==> config.mk <==
export PLATFORM = sky130hd
export DESIGN_NAME = pipeline_sequencer
export DESIGN_NICKNAME = d
export VERILOG_FILES = /design/src/rtl/pipeline_sequencer.sv
export SDC_FILE = /design/constraint.sdc
export NUM_CORES = 1
export LEC_CHECK = 0
export ABC_AREA = 1
export BUFFER_PORTS_ARGS = -buffer_cell sky130_fd_sc_hd__buf_4
export CAP_MARGIN = 0
export CORE_MARGIN = 2
export CORE_UTILIZATION = 29
export DETAILED_ROUTE_END_ITERATION = 8
export GPL_TIMING_DRIVEN = 0
export HOLD_SLACK_MARGIN = 0.05
export RECOVER_POWER = 50
export SLEW_MARGIN = 15
export SYNTH_ARGS = -nofsm -noshare
export SYNTH_HDL_FRONTEND = slang
export SYNTH_SLANG_ARGS = --single-unit
==> constraint.sdc <==
create_clock -name i_clk -period 2.4 [get_ports i_clk]
set_clock_uncertainty 0.15 [all_clocks]
set_input_delay 0.24 -clock i_clk [delete_from_list [all_inputs] [get_ports i_clk]]
set_output_delay 0.24 -clock i_clk [all_outputs]
set_load 0.03 [all_outputs]
==> src/rtl/pipeline_sequencer.sv <==
`default_nettype none
// ============================================================================
// Module      : pipeline_sequencer
// Description : Five-stage MIPS pipeline sequencer: PC/IF-ID write enables,
//               flushes, load-use stall, redirect, freeze, HALT drain and an
//               active-cycle counter. Optional single-step support is
//               compiled in when the SEQ_STEP_EN macro is defined.
// Revision    : 1.0 - initial release
// ============================================================================
module pipeline_sequencer #(
    parameter int DRAIN_CYCLES = 3,
    parameter int CNT_W        = 32
) (
    input  logic             i_clk,
    input  logic             i_rst_n,
    input  logic             i_enable,
    input  logic             i_step,
    input  logic [4:0]       i_id_rs,
    input  logic [4:0]       i_id_rt,
    input  logic             i_id_uses_rt,
    input  logic             i_id_halt,
    input  logic             i_ex_mem_read,
    input  logic [4:0]       i_ex_rt,
    input  logic             i_ex_redirect,
    output logic             o_pc_we,
    output logic             o_ifid_we,
    output logic             o_ifid_flush,
    output logic             o_idex_flush,
    output logic             o_pipe_en,
    output logic             o_halted,
    output logic [1:0]       o_state,
    output logic [CNT_W-1:0] o_cycle_cnt
);

    localparam logic [1:0] c_ST_IDLE   = 2'b00;
    localparam logic [1:0] c_ST_RUN    = 2'b01;
    localparam logic [1:0] c_ST_DRAIN  = 2'b10;
    localparam logic [1:0] c_ST_HALTED = 2'b11;

    localparam logic [7:0] c_DRAIN_LOAD = 8'(DRAIN_CYCLES - 1);

    logic [1:0]       r_state;
    logic [7:0]       r_drain_cnt;
    logic [CNT_W-1:0] r_cycle_cnt;

    logic w_load_use;
    logic w_advance;
    logic w_pc_we;
    logic w_ifid_we;
    logic w_ifid_flush;
    logic w_idex_flush;
    logic w_pipe_en;
    logic w_halted;
    logic w_enter_drain;

    // A load into r0 never creates a real dependency, so it never stalls.
    assign w_load_use = i_ex_mem_read && (i_ex_rt != 5'd0) &&
                        ((i_ex_rt == i_id_rs) ||
                         (i_id_uses_rt && (i_ex_rt == i_id_rt)));

`ifdef SEQ_STEP_EN
    logic r_step_prev;
    logic w_step_rise;

    assign w_step_rise = i_step && !r_step_prev;
    assign w_advance   = i_enable || w_step_rise;

    always_ff @(posedge i_clk) begin
        if (!i_rst_n) begin
            r_step_prev <= 1'b0;
        end else begin
            r_step_prev <= i_step;
        end
    end
`else
    logic w_step_unused;

    assign w_step_unused = i_step;
    assign w_advance     = i_enable;
`endif

    always_comb begin
        w_pc_we       = 1'b0;
        w_ifid_we     = 1'b0;
        w_ifid_flush  = 1'b0;
        w_idex_flush  = 1'b0;
        w_pipe_en     = 1'b0;
        w_halted      = 1'b0;
        w_enter_drain = 1'b0;
        case (r_state)
            c_ST_RUN: begin
                if (i_ex_redirect) begin
                    // The ID instruction is on the wrong path; redirect wins.
                    w_pc_we      = 1'b1;
                    w_ifid_we    = 1'b1;
                    w_ifid_flush = 1'b1;
                    w_idex_flush = 1'b1;
                    w_pipe_en    = 1'b1;
                end else if (w_load_use) begin
                    w_idex_flush = 1'b1;
                    w_pipe_en    = 1'b1;
                end else if (i_id_halt) begin
                    w_idex_flush  = 1'b1;
                    w_pipe_en     = 1'b1;
                    w_enter_drain = 1'b1;
                end else if (w_advance) begin
                    w_pc_we   = 1'b1;
                    w_ifid_we = 1'b1;
                    w_pipe_en = 1'b1;
                end
            end
            c_ST_DRAIN: begin
                w_idex_flush = 1'b1;
                w_pipe_en    = 1'b1;
            end
            c_ST_HALTED: begin
                w_halted = 1'b1;
            end
            default: begin
            end
        endcase
        // Everything is held quiet while reset is asserted.
        if (!i_rst_n) begin
            w_pc_we       = 1'b0;
            w_ifid_we     = 1'b0;
            w_ifid_flush  = 1'b0;
            w_idex_flush  = 1'b0;
            w_pipe_en     = 1'b0;
            w_halted      = 1'b0;
            w_enter_drain = 1'b0;
        end
    end

    always_ff @(posedge i_clk) begin
        if (!i_rst_n) begin
            r_state     <= c_ST_IDLE;
            r_drain_cnt <= 8'd0;
            r_cycle_cnt <= '0;
        end else begin
            if (w_pipe_en && ((r_state == c_ST_RUN) || (r_state == c_ST_DRAIN))) begin
                r_cycle_cnt <= r_cycle_cnt + 1'b1;
            end
            case (r_state)
                c_ST_IDLE: begin
                    if (i_enable) begin
                        r_state <= c_ST_RUN;
                    end
                end
                c_ST_RUN: begin
                    if (w_enter_drain) begin
                        r_state     <= c_ST_DRAIN;
                        r_drain_cnt <= c_DRAIN_LOAD;
                    end
                end
                c_ST_DRAIN: begin
                    if (r_drain_cnt == 8'd0) begin
                        r_state <= c_ST_HALTED;
                    end else begin
                        r_drain_cnt <= r_drain_cnt - 8'd1;
                    end
                end
                default: begin
                    r_state <= c_ST_HALTED;
                end
            endcase
        end
    end

    assign o_pc_we      = w_pc_we;
    assign o_ifid_we    = w_ifid_we;
    assign o_ifid_flush = w_ifid_flush;
    assign o_idex_flush = w_idex_flush;
    assign o_pipe_en    = w_pipe_en;
    assign o_halted     = w_halted;
    assign o_state      = r_state;
    assign o_cycle_cnt  = r_cycle_cnt;

endmodule
`default_nettype wire

## Word level (Yosys, flattened, before mapping)

Index checks and enable logic that the tools add are counted.

| operators by class | value |
|---|---|
| equal/unequal tests | 9 |
| muxes and demuxes | 32 |
| reduce and logical (&&, ||, !) cells | 12 |
| add/subtract/negate cells | 2 |

Operators with widths:

| kind | number |
|---|---|
| adder 32 x 1 -> 32 bit (second input constant) | 1 |
| 2-to-1 mux 1 bit | 23 |
| 2-to-1 mux 8 bit | 2 |
| case mux 8 bit (2 select lines) | 1 |
| == test 5 bit | 2 |
| logical NOT 8 bit | 1 |
| subtractor 8 x 1 -> 8 bit (second input constant) | 1 |
| 2-to-1 mux 2 bit | 3 |
| != test 2 bit (second input constant) | 3 |
| case mux 2 bit (3 select lines) | 1 |
| AND reduction 3 bit | 2 |
| nonzero test 5 bit | 1 |
| == test 2 bit (second input constant) | 2 |
| logical AND 1 bit | 4 |
| case mux 1 bit (2 select lines) | 2 |
| == test 2 x 1 -> 1 bit (second input constant) | 1 |
| logical NOT 2 bit | 1 |
| logical OR 1 bit | 2 |
| != test 2 x 1 -> 1 bit (second input constant) | 1 |
| nonzero test 2 bit | 1 |

| word-level totals | value |
|---|---|
| bits of input ports | 23 |
| logic and storage cells | 58 |
| bits in registers | 42 |

## Longest topological paths before layout

Gate-level depths: netlist of run 1.

| logic depth | value |
|---|---|
| word-level depth | 10 |
| gate-level depth with buffers | 15 |
| depth with buffers taken out | 14 |

## Worst setup path before layout of run 1

No wires, ideal clock.

| path | value |
|---|---|
| path type | register to output |
| start point | reg r_state[0], in the netlist o_state[0] |
| end point | out o_pc_we |
| slack | 0.032 ns |
| data arrival time | 1.978 ns |
| buffers on the path | 1 |
| data required time | 2.010 ns |
| cell stages (with the launch flop) | 5 |
| cells stage by stage | dfxtp_1 -> ha_1 -> nand2_1 -> nor3_1 -> buf_4 |

| between the ends | value |
|---|---|
| cells in the longest elaborated chain, start to end | 3 |

RTL lines:

| item | RTL line | RTL |
|---|---|---|
| start: declaration | 42 | `logic [1:0] r_state;` |
| start signal: assignment | 136 | `r_state <= c_ST_IDLE;` |
| start signal: assignment | 146 | `r_state <= c_ST_RUN;` |
| start signal: assignment | 151 | `r_state <= c_ST_DRAIN;` |
| == test 2 x 1 -> 1 bit | n/a |  |
| 2-to-1 mux 1 bit (2 in a row) | n/a |  |
| end: declaration | 25 | `output logic o_pc_we,` |

Every way passes these cells.

## Final worst setup path of run 1

| path | value |
|---|---|
| start point | reg r_state[0], in the netlist o_state[0] |
| end point | out o_pipe_en |

| between the ends | value |
|---|---|
| cells in the longest elaborated chain, start to end | 3 |
| elaborated cells between the ends (all ways) | 4 |

RTL lines:

| item | RTL line | RTL |
|---|---|---|
| == test 2 bit or == test 2 x 1 -> 1 bit (tied branches) | 90 | `case (r_state)` |
| case mux 1 bit (2 select lines) * | 90 |  |
| 2-to-1 mux 1 bit * | 123 | `if (!i_rst_n) begin` |
| end: declaration | 29 | `output logic o_pipe_en,` |

Mark *: on every way between the ends. The rest lies on a longest branch, timed or not.

==> results of run 1 <==
[routing by layer]
layer	wire length, um	up-vias	part of all wire [%]
met5	0	-	0
li1	-	1607	-
met4	87	0	1.1
met2	3570	62	45
met1	3930	1352	50
met3	324	7	4.1
[cell families after synthesis]
| group | share of synthesized area [%] |
|---|---|
| AOI/OAI and AO/OA | 8.00 |
| DFF | 28.9 |
| buffers and inverters | 9.33 |
| and+or+nand+nor | 39.8 |
| adders and majority gates | 3.44 |
| xor gates and xnor gates | 10.5 |
[power by group through the flow]
stage | sequential [mW] | combinational, mW | clock, mW
6_report | 0.795 | 1.08 | 0.436
5_1_grt | 0.804 | 1.23 | 0.480
4_1_cts | 0.797 | 1.11 | 0.459
3_5_place_dp | 0.814 | 1.11 | 0
3_3_place_gp | 0.812 | 1.09 | 0
2_1_floorplan | 0.843 | 0.791 | 0
[state kept, by name, indices dropped and copies added, names as in the netlist]
register and cells:
o_cycle_cnt 32, o_state 2, r_drain_cnt 8
[metrics by stage]
step           utilization (%)  area [um^2]  cells  hold slack [ns]  worst slack (ns)
2_1_floorplan                -         2910    464            0.316            0.0322
3_3_place_gp              36.1         3530    657            0.327             0.326
3_5_place_dp              36.1         3530    657            0.337             0.317
4_1_cts                   36.9         3600    664           0.0937             0.127
5_1_grt                   35.5         3470    664            0.119            0.0112
6_report                  35.5         3470    664            0.105             0.167
[repair_timing]
item                                    in CTS  in global routing
gates cloned                                 0                  0
hold buffers                                 0                  0
gates resized for setup                      1                  1
hold endpoints to repair                     0                  0
endpoints found under the setup margin       1                  1
[worst min path at each step]
stage	slack [ns]	to	start	cells after the start
floorplan	0.32	r_drain_cnt[7]	r_drain_cnt[7]	2
global placement	0.33	o_cycle_cnt[31]	o_cycle_cnt[31]	2
detailed placement	0.34	r_drain_cnt[7]	r_drain_cnt[7]	2
CTS	0.09	o_cycle_cnt[1]	i_rst_n	3
global route	0.12	o_cycle_cnt[1]	i_rst_n	3
finish	0.10	o_cycle_cnt[1]	i_rst_n	3
[critical path, delay by kind of cell, from the launching register on]
family / cells / cell delay [ns]
buffers and inverters: 5 / 0.64
flip-flops: 1 / 0.42
adder cells (fa/ha/maj): 1 / 0.30
AND/OR/NAND/NOR: 2 / 0.18
[area by class of cell]
cell class	count	area (um^2)
plain buffers	15	92.6
multi-input cells	360	1800
repair buffers	60	315
flip-flops and latches	42	841
well taps	133	166
inverters	47	180
fillers	1132	6310
clock buffers	7	76.3
[placed cells by master, fill, tap and decap left out, types with 11 or more instances in the layout]
cell and instances:
nor2_1 60, dfxtp_1 42, inv_1 44, clkbuf_1 45, xor2_1 24, nand3_1 43
nor3_1 18, nand2_1 133, a21oi_1 40, xnor2_1 11, buf_4 27
==> impl_metrics.py, run 1 <==
metrics = {
    "layout": {
        "drive_gt1_share_pct": 9.04,
        "num_antenna_cells": 0,
        "final_nets": 562,
        "area_delta_synth_final_pct": 19.2,
    },
    "synth": {
        "synth-edff-count": 0,
        "synth_area_mm2": 0.00291,
        "synthArstFlopShare_pct": 0,
        "synth_top_area_share_pct": 28.9,
        "yosys_warnings": 0,
        "ys_seq_area_share_pct": 28.9,
        "synth.most_common_cell": "nand2_1",
        "ys_types": 27,
        "synthTopCellsByArea": "dfxtp_1 29%, nand2_1 17%, nor2_1 7.7%",
        "synth_commonest_cells": "133 x nand2_1, 60 x nor2_1, 44 x inv_1",
        "ys_ff_latch": 42,
        "ys.flop_type": "dfxtp_1",
        "synth_top_cell_by_area": "dfxtp_1",
        "syn_area_per_cell_um2": 6.27,
        "syn-num-nets": 495,
        "syn_inst": 464,
    },
    "place": {
        "port_buffers": 60,
        "dp_hpwl_um": 6350,
        "gp_congestion": 0.916,
    },
    "setup_path": {
        "r2r_end": "o_cycle_cnt[28]",
        "path_cells": "inv_1 > ha_1 > inv_4 > nand2_4 > nand2_4 > buf_6 > clkinv_2 > buf_4",
        "cp_common_cell": "nand2_4",
        "r2r_slack_ns": 0.30,
        "r2r_start": "o_cycle_cnt[0]",
        "cp_slowest_stage_delay_ns": 0.42,
        "crit_type": "reg2out",
        "path_max_fanout": 10,
        "slowest_stage": "dfxtp_1",
        "startpoint": "o_state[0]",
        "end_kind": "output port",
        "crit_path_end": "o_pipe_en",
        "cp.arrival_ns": 1.84,
        "required_ns": 2.01,
        "start_kind": "flip-flop",
        "reg2reg_depth": 9,
    },
    "die": {
        "io_pins": 63,
        "design.core.area_mm2": 0.00977,
        "dieHeight_um": 104,
        "dieArea_mm2": 0.0108,
        "die_w_um": 104,
        "rows": 36,
        "initial_utilization_pct": 29.8,
    },
    "routing": {
        "drt-wirelength-per-cell_um": 11.9,
        "drtIter0Drc": 172,
        "drcViolationCount": 0,
        "via_per_inst": 4.56,
        "ant_nets": 0,
        "routed-via-count": 3028,
        "dr.pass1.iters": 4,
        "wl_um": 7910,
    },
    "timing": {
        "fmax_mhz": 448,
        "finalSetupViolations": 0,
        "setup_tns_ns": 0,
        "hold_viol": 0,
        "rsz0062_at_grt": "no",
        "slew_headroom_pct": 64.4,
        "timing.final.crit_share_pct": 93.0,
        "min_period_ns": 2.23,
        "slew_violations": 0,
        "worst_pin_slew_ns": 0.531,
    },
    "run": {
        "maxCapViolCount": 0,
    },
    "grt": {
        "use_met1_pct": 21.0,
        "grt_use_total_pct": 14.7,
        "grt_use_met2_pct": 23.1,
        "antenna_found_initial": 0,
        "grt_pass1_vias": 2769,
        "grt_max_degree": 12,
        "top_usage_layer": "met2",
        "grt_pass1_wl_um": 13200,
        "overflow": 0,
        "grt_use_met3_pct": 1.82,
    },
    "pwr": {
        "vdd_drop_max_mv": 0.210,
        "seq_power_share_pct": 34.4,
        "p_int_mw": 1.32,
        "p_comb_share_pct": 46.7,
        "powerDensity_mw_per_mm2": 666,
        "fin_total_pwr_mw": 2.31,
        "switching_share_pct": 43.0,
        "power.leakage_nw": 1.38,
        "p_sw_mw": 0.993,
        "pwr-share-clk_pct": 18.9,
    },
    "clock_network": {
        "cts_sinks": 42,
        "htreeDepth": 2,
        "ctsLongestPathBuffers": 2,
        "cts_buffers": 5,
        "path_clk_slew_ns": 0.08,
        "post-cts-setup-buffers": 0,
        "tritoncts": "yes",
        "clock_latency_ns": 0.29,
        "cts-root-buf": "clkbuf_8",
    },
    "status": {
        "status": "finished clean",
    },
    "min_path": {
        "hold_class": "in2reg",
    },
}
Power figures use the tool's default switching activity.
==> run 2: changes to the inputs <==
==> constraint.sdc (replaced) <==
create_clock -name i_clk -period 2.4 [get_ports i_clk]
set_clock_uncertainty 0.15 [all_clocks]
set_input_delay 0.12 -clock i_clk [delete_from_list [all_inputs] [get_ports i_clk]]
set_output_delay 0.12 -clock i_clk [all_outputs]
set_load 0.03 [all_outputs]
==> run 2 against run 1 <==
  * Hold slack better by 0.020 ns
  * Highest routed layer unchanged
  * Cell count rose by 0.15%
  * Final area increased by 0.47%
  * Largest cell class unchanged
  * Fmax is 0.26% higher
  * Critical endpoint unchanged
  * Register-to-register slack got worse by 0.02 ns
==> impl_metrics.py, run 2 (same netlist as run 1, synthesis figures left out) <==
metrics = {
    "timing": {
        "hold_slack_ns": 0.125,
        "min_period_ns": 2.23,
        "slew_violations": 0,
        "hold_viol": 0,
        "fmax_mhz": 449,
        "finalSetupViolations": 0,
        "timing.final.crit_share_pct": 92.8,
        "slew_headroom_pct": 65.4,
        "worst_pin_slew_ns": 0.519,
        "rsz0062_at_grt": "no",
        "setup_tns_ns": 0,
    },
    "pwr": {
        "p_sw_mw": 0.992,
        "p_comb_share_pct": 46.9,
        "p_int_mw": 1.33,
        "pwr-share-clk_pct": 18.8,
        "fin_total_pwr_mw": 2.32,
        "seq_power_share_pct": 34.3,
        "powerDensity_mw_per_mm2": 665,
        "vdd_drop_max_mv": 0.210,
        "power.leakage_nw": 1.39,
        "switching_share_pct": 42.8,
    },
    "min_path": {
        "hold_class": "in2reg",
        "min_path_cells": 5,
        "hold_start": "i_enable",
    },
    "place": {
        "dp_hpwl_um": 6350,
        "place_inst": 657,
        "port_buffers": 60,
        "gp_congestion": 0.916,
    },
    "grt": {
        "antenna_found_initial": 0,
        "overflow": 0,
        "grt_use_met2_pct": 23.1,
        "grt_pass1_wl_um": 13300,
        "use_met1_pct": 21.1,
        "grt_use_total_pct": 14.7,
        "top_usage_layer": "met2",
        "grt_pass1_vias": 2772,
        "grt_max_degree": 12,
        "grt_use_met3_pct": 1.82,
    },
    "clock_network": {
        "clock_latency_ns": 0.29,
        "tritoncts": "yes",
        "path_clk_slew_ns": 0.08,
        "cts-root-buf": "clkbuf_8",
        "htreeDepth": 2,
        "cts_buffers": 5,
        "ctsLongestPathBuffers": 2,
        "cts_sinks": 42,
    },
    "setup_path": {
        "r2r_slack_ns": 0.28,
        "end_kind": "output port",
        "r2r_end": "o_cycle_cnt[28]",
        "reg2reg_depth": 9,
        "crit_type": "reg2out",
        "cp.arrival_ns": 1.96,
        "path_max_fanout": 10,
        "startpoint": "o_state[0]",
        "crit_path_end": "o_pipe_en",
        "required_ns": 2.13,
        "r2r_start": "o_cycle_cnt[0]",
        "start_kind": "flip-flop",
    },
    "status": {
        "status": "finished clean",
    },
    "layout": {
        "mostFrequentLayoutCells": "133 x nand2_1, 60 x nor2_1, 44 x inv_1",
        "area_delta_synth_final_pct": 19.8,
        "drive_gt1_share_pct": 9.40,
        "final_cells": 665,
        "num_antenna_cells": 0,
        "final_nets": 563,
        "largest_reg_flops": 32,
        "final_common_cell": "nand2_1",
    },
    "routing": {
        "drt-wirelength-per-cell_um": 11.9,
        "routed-via-count": 3019,
        "ant_nets": 0,
        "drcViolationCount": 0,
        "wl_um": 7930,
        "dr.pass1.iters": 4,
        "drtIter0Drc": 143,
        "via_per_inst": 4.54,
    },
    "die": {
        "dieArea_mm2": 0.0108,
        "die_w_um": 104,
        "rows": 36,
        "io_pins": 63,
        "initial_utilization_pct": 29.8,
        "design.core.area_mm2": 0.00977,
        "dieHeight_um": 104,
    },
    "run": {
        "maxCapViolCount": 0,
    },
}
-- run 2: cell types whose count changed in the layout (fill, tap and decap cells not counted) --
cell           delta
clkinvlp_4        +1
dlygate4sd3_1     +1
buf_2             +1
inv_4             -1
buf_4             +1
clkbuf_1          -2
-- run 2: layout make-up --
cell class,count,area (um^2)
fill,1130,6290
multi-input combinational,360,1800
buffer,15,93.8
timing repair buffer,61,329
clock buffer,7,76.3
sequential,42,841
inverter,47,181
tap,133,166
-- run 2: critical path, stage by stage (launching register included) --
cell and delay (ns):
dfxtp_1 0.37, inv_1 0.12, ha_1 0.31, clkinvlp_4 0.26, nand2_4 0.18, nand2_4 0.07, buf_6 0.14, clkinv_2 0.06
buf_4 0.15
-- run 2: metal layers --
layer / vias up / wire, um
met5: - / 0
met4: 0 / 87
met3: 7 / 292
met2: 54 / 3550
met1: 1346 / 4000
li1: 1612 / -
-- run 2: how the worst min path moves through the flow --
stage	to
after floorplan	o_cycle_cnt[23]
after global placement	o_cycle_cnt[23]
after detailed placement	o_cycle_cnt[1]
after CTS	o_state[0]
after global routing	o_state[0]
final	o_state[0]
-- run 2: timing repair --
item                                    in CTS  in global routing
gates resized for setup                      0                  1
hold buffers                                 1                  0
endpoints found under the setup margin       0                  1
setup buffers                                0                  0
hold endpoints to repair                     3                  0
-- run 2: metrics by stage --
step                      worst slack (ns)  utilization (%)  instance area, um^2
after floorplan                      0.152                -                 2910
after global placement               0.330             36.1                 3530
after global routing             0.0000142             35.7                 3480
after CTS                           0.0966             37.0                 3610
after detailed placement             0.318             36.1                 3530
final                                0.173             35.7                 3480
-- run 2: power groups by stage --
stage	sequential, mW	clock [mW]	combinational [mW]
after floorplan	0.843	0	0.791
after global placement	0.812	0	1.09
after detailed placement	0.814	0	1.11
after CTS	0.797	0.459	1.11
after global routing	0.804	0.480	1.24
final	0.795	0.436	1.09
